===== src/rtl/adc_spi_intf.sv =====
// SPI master for a 12-bit ADC: one conversion is a channel-select transaction
// followed by an identical transaction that returns the result.
module adc_spi_intf (
    input  logic        clk,
    input  logic        rst_n,
    input  logic        strt_cnv,
    input  logic [2:0]  chnnl,
    output logic        cnv_cmplt,
    output logic [11:0] res,
    output logic        SS_n,
    output logic        SCLK,
    output logic        MOSI,
    input  logic        MISO
);

    typedef enum logic [1:0] {
        IDLE = 2'd0,
        TX1  = 2'd1,
        GAP  = 2'd2,
        TX2  = 2'd3
    } state_t;

    localparam logic [4:0] DIV_IDLE   = 5'b10111;
    localparam logic [4:0] DIV_SAMPLE = 5'b10001;
    localparam logic [4:0] DIV_SHIFT  = 5'b11111;
    // The start edge already counts as the first divider tick, giving an
    // 8-clk front porch before the first SCLK fall.
    localparam logic [4:0] DIV_START  = DIV_IDLE + 5'd1;
    localparam logic [4:0] LAST_SHIFT = 5'd15;
    localparam logic [4:0] ALL_SHIFTS = 5'd16;

    state_t      state, state_nxt;
    logic        ss_n_q, ss_n_nxt;
    logic [4:0]  div_q, div_nxt;
    logic [15:0] shft_q, shft_nxt;
    logic        smpl_q, smpl_nxt;
    logic        smpl_taken_q, smpl_taken_nxt;
    logic [4:0]  bit_cnt_q, bit_cnt_nxt;
    logic [2:0]  chnl_q, chnl_nxt;
    logic        gap_cnt_q, gap_cnt_nxt;
    logic        cmplt_q, cmplt_nxt;
    logic [11:0] res_q, res_nxt;

    assign SS_n      = ss_n_q;
    assign SCLK      = div_q[4];
    assign MOSI      = shft_q[15];
    assign cnv_cmplt = cmplt_q;
    assign res       = res_q;

    // NOTE: sequential state uses non-blocking assignments only, so every
    // flop samples the pre-edge values computed by the combinational block.
    always_ff @(posedge clk or negedge rst_n) begin
        if (!rst_n) begin
            state        <= IDLE;
            ss_n_q       <= 1'b1;
            div_q        <= DIV_IDLE;
            shft_q       <= 16'h0000;
            smpl_q       <= 1'b0;
            smpl_taken_q <= 1'b0;
            bit_cnt_q    <= 5'd0;
            chnl_q       <= 3'd0;
            gap_cnt_q    <= 1'b0;
            cmplt_q      <= 1'b0;
            res_q        <= 12'h000;
        end else begin
            state        <= state_nxt;
            ss_n_q       <= ss_n_nxt;
            div_q        <= div_nxt;
            shft_q       <= shft_nxt;
            smpl_q       <= smpl_nxt;
            smpl_taken_q <= smpl_taken_nxt;
            bit_cnt_q    <= bit_cnt_nxt;
            chnl_q       <= chnl_nxt;
            gap_cnt_q    <= gap_cnt_nxt;
            cmplt_q      <= cmplt_nxt;
            res_q        <= res_nxt;
        end
    end

    always_comb begin
        // NOTE: every output of this block is given a default first; a path
        // that leaves one unassigned would otherwise infer a latch.
        state_nxt      = state;
        ss_n_nxt       = ss_n_q;
        div_nxt        = div_q;
        shft_nxt       = shft_q;
        smpl_nxt       = smpl_q;
        smpl_taken_nxt = smpl_taken_q;
        bit_cnt_nxt    = bit_cnt_q;
        chnl_nxt       = chnl_q;
        gap_cnt_nxt    = gap_cnt_q;
        cmplt_nxt      = cmplt_q;
        res_nxt        = res_q;

        unique case (state)
            IDLE: begin
                if (strt_cnv) begin
                    chnl_nxt       = chnnl;
                    shft_nxt       = {2'b00, chnnl, 11'h000};
                    ss_n_nxt       = 1'b0;
                    div_nxt        = DIV_START;
                    bit_cnt_nxt    = 5'd0;
                    smpl_taken_nxt = 1'b0;
                    cmplt_nxt      = 1'b0;
                    state_nxt      = TX1;
                end
            end

            TX1, TX2: begin
                if (bit_cnt_q == ALL_SHIFTS) begin
                    ss_n_nxt = 1'b1;
                    div_nxt  = DIV_IDLE;
                    if (state == TX1) begin
                        gap_cnt_nxt = 1'b0;
                        state_nxt   = GAP;
                    end else begin
                        res_nxt   = shft_q[11:0];
                        cmplt_nxt = 1'b1;
                        state_nxt = IDLE;
                    end
                end else begin
                    div_nxt = div_q + 5'd1;
                    if (div_q == DIV_SAMPLE) begin
                        smpl_nxt       = MISO;
                        smpl_taken_nxt = 1'b1;
                    end
                    // The front-porch pass through DIV_SHIFT has no sample yet.
                    if (div_q == DIV_SHIFT && smpl_taken_q) begin
                        shft_nxt    = {shft_q[14:0], smpl_q};
                        bit_cnt_nxt = bit_cnt_q + 5'd1;
                        if (bit_cnt_q == LAST_SHIFT)
                            div_nxt = DIV_IDLE;  // park SCLK high, no 17th fall
                    end
                end
            end

            GAP: begin
                if (!gap_cnt_q) begin
                    gap_cnt_nxt = 1'b1;
                end else begin
                    shft_nxt       = {2'b00, chnl_q, 11'h000};
                    ss_n_nxt       = 1'b0;
                    div_nxt        = DIV_START;
                    bit_cnt_nxt    = 5'd0;
                    smpl_taken_nxt = 1'b0;
                    state_nxt      = TX2;
                end
            end

            default: state_nxt = IDLE;
        endcase
    end

endmodule


===== config.mk =====
export PLATFORM = sky130hd
export DESIGN_NAME = adc_spi_intf
export DESIGN_NICKNAME = d
export VERILOG_FILES = /design/src/rtl/adc_spi_intf.sv
export SDC_FILE = /design/constraint.sdc
export NUM_CORES = 1
export LEC_CHECK = 0
export ABC_AREA = 1
export CAP_MARGIN = 20
export CELL_PAD_IN_SITES_DETAIL_PLACEMENT = 1
export CELL_PAD_IN_SITES_GLOBAL_PLACEMENT = 2
export CORE_MARGIN = 3
export CORE_UTILIZATION = 38
export CTS_BUF_LIST = sky130_fd_sc_hd__clkbuf_4
export CTS_CLUSTER_DIAMETER = 80
export DETAILED_ROUTE_END_ITERATION = 8
export MAX_ROUTING_LAYER = met4
export PLACE_DENSITY = 0.95
export SLEW_MARGIN = 20
export SYNTH_ARGS = -nofsm -noshare
export SYNTH_HDL_FRONTEND = slang
export SYNTH_SLANG_ARGS = --single-unit

===== constraint.sdc =====
create_clock -name clk -period 2.9 [get_ports clk]
set_input_delay 0.435 -clock clk [delete_from_list [all_inputs] [get_ports clk]]
set_output_delay 0.435 -clock clk [all_outputs]
set_load 0.1 [all_outputs]

==> summary.txt <==
Run status
  – Status: completed

CTS
  – Root Driver: clkbuf_4
  – Clk sinks: 48
  – Latest clock arrival within the worst-skew pair: 0.36 ns
  – Clock Path Buffers: 2
  – Postcts setup bufs: 0
  – H-tree depth: 2
  – CTS Buf Count: 5
  – CTS tree: done
  – Resized cells post-CTS: 0
  – Clk slew on worst S/H paths: 0.16 ns
  – Hold-fix buffers at CTS: 0

Route
  – Pre-antenna DRT Iters: 4
  – Final Routed Wirelength: 5523 µm
  – Routed vias: around 2000
  – Final ANT Viol Nets: 0
  – Initial drt markers: approximately 80
  – DRC viols: 0
  – WL/cell: between 10 and 15 µm
  – Vias/cell: between 4 and 5

Floorplanning
  – Die Height: ~87 µm
  – Die W: approximately 87 µm
  – IO Pins: 23
  – Initial Utilization: approximately two fifths
  – Row cnt: 28
  – Die area: 7506 µm²
  – Core ar.: approximately 6000 µm²

Setup path
  – Crit. End Element: flop
  – Crit Path Max Fanout: 21
  – Crit path kind: reg2reg
  – CP Cell Sequence: inv_1, ha_1, nand2_1, nand2_2, nor2_8, nand2_4, nand2_1, nand2_1
  – Worst EP arrival: around 2.5 ns
  – Startpoint Class: flop
  – Crit-path most repeated cell: nand2_1
  – Delay of the slowest critical-path stage: around 0.67 ns
  – CP max-delay cell: dfrtp_1
  – Required time worst endpoint: approximately 3.2 ns

Power
  – Switching fraction of total power: 42.16%
  – P_leak: 1.490 nW
  – Clock Power Share: between 20 and 25%
  – P_int: roughly 1.4 mW
  – Worst VDD drop: between 0.5 and 0.6 mV
  – Sequential Power Share: 37.7%
  – Pwr Density: 887.9 nW/µm²
  – Combinational power share: 39.1%
  – Net switching power: approximately 1.1 mW

Flow run
  – Maximum Capacitance Violations: 0

Global route
  – M1 GR Usage: between 20% and 30%
  – Remaining global-route overflow: 0
  – GRT met2 Usage: a little over a quarter
  – GRT busiest layer: met2
  – Initial antenna violation count: 0
  – First-pass GRT wire length: ~9700 µm
  – Met3 Usage GRT: ~2.6%
  – Largest net degree at the start of global routing: 49
  – Total GRT Usage: between 10% and 20%
  – Vias in the first global route: 1994

STA
  – Final setup violation count: 0
  – RSZ-0062 raised after global routing: false
  – Post-layout minimum cycle time: 2.205 ns
  – Slew HR: 58.70%
  – Final Max Slew Viols: 0
  – Final worst setup slack: around 0.70 ns
  – Final Hold Fails: 0
  – Tcrit/Tclk final: 76.02%
  – Slew @ Worst Pin: a little over 0.6 ns
  – Setup TNS: 0 ns
  – Achievable Freq: roughly 450 MHz
  – Fin Clk Skew: approximately 0.017 ns

Yosys
  – Synthesized cell area: ~2500 µm²
  – Sequential share of the synthesized area: roughly half
  – Syn nets: between 300 and 400
  – Flops & latches, synth: 48
  – Syn Area/Cell: 8.237 µm²
  – Post-Synthesis Cells: 300
  – Warnings from Yosys: 0
  – Yosys cell types: 25

Place
  – Placer Congestion: ~0.8
  – Buffers on Ports: 22
  – Dpl hpwl: about 4000 µm
  – Post-place setup slack: a little under 0.7 ns

Cells and area
  – Fin util: between 40% and 50%
  – Ant. Diodes: 0
  – Area grow syn2layout: 13.97%
  – Fillers: approximately 780
  – Layout cells sized above 1: roughly 14%
  – Nets@finish: 341

Worst hold path
  – Hold Crit Class: in2async
## power groups by stage
stage          clock network [mW]  logic, mW  registers [mW]
4_1_cts                     0.590       1.00           0.944
2_1_floorplan                   0      0.765           0.983
5_1_grt                     0.621       1.13           0.965
3_3_place_gp                    0      0.963           0.957
6_report                    0.579      0.978           0.944
3_5_place_dp                    0      0.998           0.957
## kinds of logic after synthesis
group | Yosys count | synth area share, %
XOR/XNOR | 1 | 0.3545
buffers and inverters | 31 | 5.874
AO/OA/AOI/OAI | 11 | 2.227
AND/OR/NAND/NOR | 194 | 35.24
adder cells (fa/ha/maj) | 12 | 6.076
multiplexers | 3 | 1.367
flip-flops | 48 | 48.86
## synthesized netlist by cell type (all sizes together)
master | n | area share, %
buf | 6 | 2.1
dfstp | 5 | 5.3
nor2 | 23 | 4.9
dfrtp | 43 | 44
nand3 | 31 | 6.3
nand4 | 3 | 0.76
xnor2 | 1 | 0.35
nor3 | 2 | 0.41
a21oi | 3 | 0.61
clkbuf | 2 | 0.30
ha | 12 | 6.1
nand3b | 10 | 3.0
inv | 23 | 3.5
o21ai | 8 | 1.6
nand2 | 125 | 20
mux2 | 3 | 1.4
## layout by cell type (no fill, tap or decap), types with 5 or more instances in the layout
cell type / count
clkbuf_4: 5
dfrtp_1: 43
clkdlybuf4s50_1: 5
nor2_1: 19
dfstp_2: 5
buf_4: 17
nand3_1: 31
nand2_1: 120
o21ai_0: 7
ha_1: 12
inv_1: 21
nand3b_1: 10
## state kept, by name, indices dropped and copies added, names as in the netlist
register,cells
gap_cnt_q,1
div_q,5
cnv_cmplt,1
state,2
chnl_q,3
smpl_q,1
res,12
SS_n,1
bit_cnt_q,5
smpl_taken_q,1
shft_q,16
## final timing paths
| kind | start | end | slack, ns | depth (start not counted) |
|---|---|---|---|---|
| max | state[0]$_DFFE_PN0P_ | bit_cnt_q[3]$_DFFE_PN0P_ | 0.70 | 8 |
| min | rst_n | res[6]$_DFFE_PN0P_ | 0.14 | 2 |
| max reg2reg | state[0]$_DFFE_PN0P_ | bit_cnt_q[3]$_DFFE_PN0P_ | 0.70 | 8 |
| min reg2reg | shft_q[15]$_DFFE_PN0P_ | shft_q[15]$_DFFE_PN0P_ | 0.49 | 2 |
| max in group asynchronous | rst_n | div_q[3]$_DFFE_PN0P_ | 2.32 | 2 |
| min in group clk | shft_q[15]$_DFFE_PN0P_ | shft_q[15]$_DFFE_PN0P_ | 0.49 | 2 |
## layer usage
metal | routed length [µm] | part of all wire [%] | vias up
met1 | 2693 | 49 | 954
met4 | 14 | 0.25 | 0
met5 | 0 | 0 | -
met3 | 163 | 3.0 | 2
met2 | 2651 | 48 | 23
li1 | - | - | 990
## cell type report
class | instances | area [µm²] | area share (%)
timing repair buffer | 23 | 182.7 | 6.486
clock buffer | 5 | 37.54 | 1.333
inverter | 23 | 86.33 | 3.065
tap | 75 | 93.84 | 3.332
sequential | 48 | 1207 | 42.87
clock inverter | 3 | 90.09 | 3.199
multi-input combinational | 221 | 1119 | 39.72
## stage by stage
stage,hold WS [ns],total power [mW],cell area (µm²),std cells
2_1_floorplan,0.1394,1.748,2471,300
3_3_place_gp,0.4567,1.921,2689,390
3_5_place_dp,0.4604,1.955,2689,390
4_1_cts,0.1733,2.535,2816,398
5_1_grt,0.1901,2.717,2816,398
6_report,0.1435,2.501,2816,398
## worst max-delay path: cells and delay by family, from the launching register on
kind                       cells  cell delay, ns
and+or+nand+nor                6            0.95
DFF                            1            0.67
buffers and inverters          1            0.18
adders and majority gates      1            0.31
Power figures use the tool's default switching activity.
